<file path="config.mk">
export PLATFORM = sky130hd
export DESIGN_NAME = entrada_pio_deb
export DESIGN_NICKNAME = d
export VERILOG_FILES = /design/src/rtl/entrada_pio_pkg.sv /design/src/rtl/entrada_pio_deb_debounce_cell.sv /design/src/rtl/entrada_pio_deb.sv
export SDC_FILE = /design/constraint.sdc
export NUM_CORES = 1
export LEC_CHECK = 0
export CAP_MARGIN = 20
export CORE_MARGIN = 2
export CORE_UTILIZATION = 45
export CTS_CLUSTER_SIZE = 8
export DETAILED_ROUTE_END_ITERATION = 6
export SLEW_MARGIN = 20
export SYNTH_ARGS = -nofsm -noshare
export SYNTH_HDL_FRONTEND = slang
export SYNTH_SLANG_ARGS = --single-unit
</file>
<file path="constraint.sdc">
create_clock -name clk_clk -period 2.1 [get_ports clk_clk]
set_input_delay 0.42 -clock clk_clk [delete_from_list [all_inputs] [get_ports clk_clk]]
set_output_delay 0.42 -clock clk_clk [all_outputs]
set_load 0.01 [all_outputs]
</file>
<file path="src/rtl/entrada_pio_pkg.sv">
// Shared constants for the debounced switch/key PIO.
//
// Contents:
//   REG_*    Avalon-MM register word offsets
//   EDGE_*   values for the EDGE_MODE parameter
//   cnt_width()  bit width needed to hold counter values 0..n-1
package entrada_pio_pkg;

  localparam logic [1:0] REG_DATA    = 2'd0;
  localparam logic [1:0] REG_IRQMASK = 2'd1;
  localparam logic [1:0] REG_EDGECAP = 2'd2;
  localparam logic [1:0] REG_TS      = 2'd3;

  localparam int unsigned EDGE_RISE = 0;
  localparam int unsigned EDGE_FALL = 1;
  localparam int unsigned EDGE_ANY  = 2;

  // Never returns 0 so that a counter vector is always at least one bit wide.
  function automatic int unsigned cnt_width(input int unsigned n);
    return (n < 2) ? 1 : $clog2(n);
  endfunction

endpackage

</file>
<file path="src/rtl/entrada_pio_deb_debounce_cell.sv">
// Single-channel input conditioner: 2-flop synchroniser, stability counter and
// the accepted ("stable") level.
//
// Ports:
//   clk     system clock
//   rst     synchronous active-high reset
//   din     raw asynchronous input
//   stable  debounced level; follows din only after DEBOUNCE_CYCLES
//           consecutive synchronised samples that disagree with it
module debounce_cell
  import entrada_pio_pkg::*;
#(
  parameter int unsigned DEBOUNCE_CYCLES = 50000
) (
  input  logic clk,
  input  logic rst,
  input  logic din,
  output logic stable
);

  localparam int unsigned CntW = cnt_width(DEBOUNCE_CYCLES);
  localparam logic [CntW-1:0] CntLast = CntW'(DEBOUNCE_CYCLES - 1);

  logic            sync0_q;
  logic            sync1_q;
  logic            stable_q;
  logic            stable_d;
  logic [CntW-1:0] cnt_q;
  logic [CntW-1:0] cnt_d;

  // Count consecutive disagreeing samples; any agreeing sample restarts the run.
  always_comb begin
    cnt_d    = '0;
    stable_d = stable_q;
    if (sync1_q != stable_q) begin
      if (cnt_q == CntLast) begin
        stable_d = sync1_q;
      end else begin
        cnt_d = cnt_q + 1'b1;
      end
    end
  end

  always_ff @(posedge clk) begin
    if (rst) begin
      sync0_q  <= 1'b0;
      sync1_q  <= 1'b0;
      cnt_q    <= '0;
      stable_q <= 1'b0;
    end else begin
      sync0_q  <= din;
      sync1_q  <= sync0_q;
      cnt_q    <= cnt_d;
      stable_q <= stable_d;
    end
  end

  assign stable = stable_q;

endmodule

</file>
<file path="src/rtl/entrada_pio_deb.sv">
// Debounced switch/key PIO with edge capture and maskable interrupt, exposed
// as an Avalon-MM slave.
//
// Ports:
//   clk_clk        system clock
//   reset_reset    synchronous active-high reset
//   pins_in        raw asynchronous switch/key inputs [WIDTH-1:0]
//   avs_address    register word address (0 DATA, 1 IRQMASK, 2 EDGECAPTURE,
//                  3 TIMESTAMP)
//   avs_read       read strobe
//   avs_write      write strobe
//   avs_writedata  write data
//   avs_readdata   read data, valid the cycle after avs_read, held otherwise
//   irq            registered level interrupt, |(edgecapture & irqmask)
//
// Build option: define ENTRADA_PIO_TS_EN to add a free-running 32-bit cycle
// counter whose value is latched into TIMESTAMP whenever an edgecapture bit is
// newly set. Without it, address 3 reads 0.
module entrada_pio_deb
  import entrada_pio_pkg::*;
#(
  parameter int unsigned WIDTH           = 19,
  parameter int unsigned DEBOUNCE_CYCLES = 50000,
  parameter int unsigned EDGE_MODE       = 0
) (
  input  logic             clk_clk,
  input  logic             reset_reset,
  input  logic [WIDTH-1:0] pins_in,
  input  logic [1:0]       avs_address,
  input  logic             avs_read,
  input  logic             avs_write,
  input  logic [31:0]      avs_writedata,
  output logic [31:0]      avs_readdata,
  output logic             irq
);

  // Arming window: sync latency plus one full debounce period, so levels
  // present at power-up settle into stable without being reported as edges.
  localparam int unsigned ArmCycles = DEBOUNCE_CYCLES + 2;
  localparam int unsigned ArmW      = cnt_width(ArmCycles + 1);
  localparam logic [ArmW-1:0] ArmLast = ArmW'(ArmCycles);

  logic [WIDTH-1:0] stable;
  logic [WIDTH-1:0] stable_last_q;
  logic [WIDTH-1:0] rise;
  logic [WIDTH-1:0] fall;
  logic [WIDTH-1:0] edges;
  logic [WIDTH-1:0] cap_set;
  logic [WIDTH-1:0] cap_clr;

  logic [WIDTH-1:0] irqmask_q;
  logic [WIDTH-1:0] irqmask_d;
  logic [WIDTH-1:0] edgecap_q;
  logic [WIDTH-1:0] edgecap_d;
  logic             irq_q;
  logic             irq_d;

  logic [ArmW-1:0]  arm_cnt_q;
  logic [ArmW-1:0]  arm_cnt_d;
  logic             armed_q;
  logic             armed_d;

  logic [31:0]      rd_word;
  logic [31:0]      readdata_q;
  logic [31:0]      readdata_d;
  logic [31:0]      ts_word;

  logic             unused_wdata;
  assign unused_wdata = ^avs_writedata;

  // ---------------------------------------------------------------------------
  // Per-channel synchronise + debounce
  // ---------------------------------------------------------------------------
  for (genvar i = 0; i < WIDTH; i++) begin : g_cell
    debounce_cell #(
      .DEBOUNCE_CYCLES(DEBOUNCE_CYCLES)
    ) u_cell (
      .clk   (clk_clk),
      .rst   (reset_reset),
      .din   (pins_in[i]),
      .stable(stable[i])
    );
  end

  // ---------------------------------------------------------------------------
  // Arming
  // ---------------------------------------------------------------------------
  always_comb begin
    arm_cnt_d = arm_cnt_q;
    armed_d   = armed_q;
    if (!armed_q) begin
      arm_cnt_d = arm_cnt_q + 1'b1;
      if (arm_cnt_q == ArmLast) begin
        armed_d = 1'b1;
      end
    end
  end

  // ---------------------------------------------------------------------------
  // Edge detection and capture
  // ---------------------------------------------------------------------------
  always_comb begin
    rise = stable & ~stable_last_q;
    fall = ~stable & stable_last_q;
    if (EDGE_MODE == EDGE_FALL) begin
      edges = fall;
    end else if (EDGE_MODE == EDGE_ANY) begin
      edges = rise | fall;
    end else begin
      edges = rise;
    end
  end

  assign cap_set = armed_q ? edges : '0;

  always_comb begin
    irqmask_d = irqmask_q;
    cap_clr   = '0;
    if (avs_write && (avs_address == REG_IRQMASK)) begin
      irqmask_d = avs_writedata[WIDTH-1:0];
    end
    if (avs_write && (avs_address == REG_EDGECAP)) begin
      cap_clr = avs_writedata[WIDTH-1:0];
    end
    // A new edge overrides a same-cycle write-1-to-clear.
    edgecap_d = (edgecap_q & ~cap_clr) | cap_set;
    irq_d     = |(edgecap_q & irqmask_q);
  end

  // ---------------------------------------------------------------------------
  // Optional timestamp
  // ---------------------------------------------------------------------------
`ifdef ENTRADA_PIO_TS_EN
  logic [31:0] ts_cnt_q;
  logic [31:0] ts_q;
  logic        ts_hit;

  assign ts_hit = |(cap_set & ~edgecap_q);

  always_ff @(posedge clk_clk) begin
    if (reset_reset) begin
      ts_cnt_q <= '0;
      ts_q     <= '0;
    end else begin
      ts_cnt_q <= ts_cnt_q + 32'd1;
      if (ts_hit) begin
        ts_q <= ts_cnt_q;
      end
    end
  end

  assign ts_word = ts_q;
`else
  assign ts_word = '0;
`endif

  // ---------------------------------------------------------------------------
  // Read path: reads sample pre-write state, so a same-cycle write is invisible
  // ---------------------------------------------------------------------------
  always_comb begin
    rd_word = '0;
    unique case (avs_address)
      REG_DATA:    rd_word[WIDTH-1:0] = stable;
      REG_IRQMASK: rd_word[WIDTH-1:0] = irqmask_q;
      REG_EDGECAP: rd_word[WIDTH-1:0] = edgecap_q;
      REG_TS:      rd_word            = ts_word;
      default:     rd_word            = '0;
    endcase
    readdata_d = avs_read ? rd_word : readdata_q;
  end

  // ---------------------------------------------------------------------------
  // State
  // ---------------------------------------------------------------------------
  always_ff @(posedge clk_clk) begin
    if (reset_reset) begin
      stable_last_q <= '0;
      irqmask_q     <= '0;
      edgecap_q     <= '0;
      irq_q         <= 1'b0;
      arm_cnt_q     <= '0;
      armed_q       <= 1'b0;
      readdata_q    <= '0;
    end else begin
      stable_last_q <= stable;
      irqmask_q     <= irqmask_d;
      edgecap_q     <= edgecap_d;
      irq_q         <= irq_d;
      arm_cnt_q     <= arm_cnt_d;
      armed_q       <= armed_d;
      readdata_q    <= readdata_d;
    end
  end

  assign avs_readdata = readdata_q;
  assign irq          = irq_q;

endmodule
</file>
==> reports/qor.txt <==
Worst Max-Slew Pin Slew -> 505.6 ps
die area -> 44,460 sq um
share of the yosys chip area belonging to registers -> 47.30%
max cap viols -> 0
port bufs -> 63
launching point of the worst reg2reg path -> g_cell[9].u_cell.cnt_q[11]
Root Buffer -> clkbuf_16
Max clock buf depth -> 3
Post-Route Utilization -> 53.31%
cts bufs inserted -> 66
total negative setup slack -> 0 ps
skew final -> 24.89 ps
cell chain of the critical path -> clkdlybuf4s50_1
ys async rst share -> 0%
setup bufs post-CTS -> 0
Mapped Avg Cell Area -> 8.923 sq um
Hold Path Depth -> 2
total congestion overflow -> 0
CP Launch Type -> register
via density per instance -> 5.181
final setup margin -> 150.2 ps
Initial Util -> 45.70%
pre-CTS WS -> 128.1 ps
peak supply drop -> 786.5 uV
Power Density -> 823.7 nW/um^2
core area -> 42,130 sq um
total number of vias -> 14,670
TritonRoute pass-1 iters -> 5
Yosys reg bits -> 455
crit-path max FO -> 2
Tightest Hold Check Type -> input pin to register
largest net degree at the start of global routing -> 39
Die Span Y -> 210.9 um
RSZ-0062 raised after global routing -> no
Req. time, crit path -> 1680 ps
gpl congestion -> 0.8199
Chip Width -> 210.9 um
status -> completed
Reg2Reg Setup Slack -> 180 ps
Slew Viols, Final -> 0
post-synth cell types -> 49
Leakage Power -> 6.978 nW
# resized after CTS -> 0
layout net count -> 2,363
reg2reg path depth -> 4
hold_sp -> reset_reset
hold_buf cts -> 0
Arr. time, crit path -> 1530 ps
top cells by area, synth -> dfxtp_1 (47%), xnor2_1 (12%), nor2_1 (8.3%)
Syn Inst Count -> 2,158
I/O pin cnt -> 90
mapped cell area -> 19,260 sq um
first-pass GRT wire length -> 66.15 mm
Tcrit/Tclk final -> 92.85%
number of synthesized flops with an enable pin -> 0
layout cells sized above 1 -> 7.420%
Final Hold Viols -> 0
Setup CP Type -> register to output pin
Post-synth top cells -> dfxtp_1 (455), nor2_1 (425), xnor2_1 (253), nand2_1 (112), nand3_1 (94)
Worst Hold End -> g_cell[3].u_cell.stable
DR iter-0 viols -> 723
wire per inst -> 13.68 um
final setup vio count -> 0
Reg-to-Reg End -> g_cell[9].u_cell.cnt_q[6]
fillcell total -> 3,801
Syn-to-layout area delta -> 16.65%
WL final -> 38.74 mm
row cnt -> 75
slew margin rel. -> 66.21%
Synth Flop Type -> dfxtp_1
DR DRC count -> 0
top-count cell post-synth -> dfxtp_1
clk slew on worst S/H paths -> 50 ps
Tot GR Track Use -> 17.82%
cell taking the most area after synthesis -> dfxtp_1
Largest stage delay, worst path -> 570 ps
vias in the first global route -> 13,910
clock sinks -> 455
initial antenna violation count -> 3
synth warn -> 0
CP delay by family, top -> buffers and inverters
CTS tree -> done
min Tclk post-route -> 1950 ps
CP max-delay cell -> clkdlybuf4s50_1
clk_lat worst skew -> 580 ps
CP endpoint kind -> output pin
H-tree depth -> 3
Detailed Place HPWL -> 26.09 mm
remaining antenna violation count -> 0
Buf/Inv on CP -> 1
share of the synthesized area in the top cell type -> 47.30%
Max Freq -> 512.9 MHz
[layout make-up]
cell class | instances | area, sq um | share of cell area [%]
tap | 539 | 674.4 | 3.002
sequential | 455 | 9109 | 40.55
multi-input combinational | 1547 | 9366 | 41.70
inverter | 87 | 326.6 | 1.454
antenna | 2 | 5.005 | 0.02228
clock inverter | 6 | 67.56 | 0.3008
timing repair buffer | 128 | 1232 | 5.487
clock buffer | 68 | 1680 | 7.481
[stage by stage]
step | power (mW) | hold slack [ps] | area, sq um | cells
detailed placement | 9.460 | 422.0 | 20710 | 2756
floorplan | 9.225 | 413.8 | 19300 | 2170
finish | 18.50 | 209.0 | 22460 | 2832
global placement | 9.454 | 416.5 | 20710 | 2756
global route | 19.20 | 191.8 | 22460 | 2830
CTS | 18.79 | 178.9 | 22460 | 2830
[state kept, by name (all words and copies together), names as in the netlist]
register               count
edgecap_q                 19
g_cell.u_cell.sync1_q     19
arm_cnt_q                 16
g_cell.u_cell.cnt_q      304
avs_readdata              19
armed_q                    1
irqmask_q                 19
g_cell.u_cell.sync0_q     19
g_cell.u_cell.stable      19
irq                        1
stable_last_q             19
[cell usage in the layout (no fill, tap or decap), drive strengths merged, types with 35 or more instances in the layout]
cell and n:
nand4 73, buf 66, nor2 425, nor4 93, xnor2 253, mux2i 35, inv 91, xor2 38
dfxtp 455, clkdlybuf4s50 62, nand3 94, nand2 115, a21oi 68, clkbuf 68, nor2b 63, nor3 68
[how the worst max path moves through the flow]
stage / from / to / slack, ps / cells past startpoint
6_report: avs_readdata[6] / avs_readdata[6] / 150 / 1
5_1_grt: g_cell[14].u_cell.cnt_q[10] / g_cell[14].u_cell.cnt_q[2] / 50 / 4
4_1_cts: avs_readdata[18] / avs_readdata[18] / 120 / 1
3_5_place_dp: avs_address[1] / avs_readdata[7] / 130 / 6
3_3_place_gp: avs_address[1] / avs_readdata[11] / 150 / 7
2_1_floorplan: g_cell[9].u_cell.cnt_q[11] / g_cell[9].u_cell.cnt_q[15] / 330 / 5
[report_power, final]
group | internal (mW) | leakage (nW) | switching [mW]
clock | 5.63 | 0.859 | 3.58
sequential | 8.74 | 3.68 | 0.0557
combinational | 0.232 | 2.44 | 0.269
[logic make-up after synthesis]
logic type | synth area share (%)
DFF | 47.30
muxes | 2.053
AOI/OAI and AO/OA | 3.801
buffers and inverters | 4.301
xor gates and xnor gates | 13.24
and+or+nand+nor | 27.92
adders and majority gates | 1.365
other | 0.01947
[per-layer routing]
metal  up-vias  track usage, %  routed length, um
li1       7555               -                  -
met1      6826           23.81              18900
met2       205           27.92              16990
met3        86           4.654               1763
met4         2           6.217               1085
met5         -               0                  8
(Power assumes the default switching activity.)
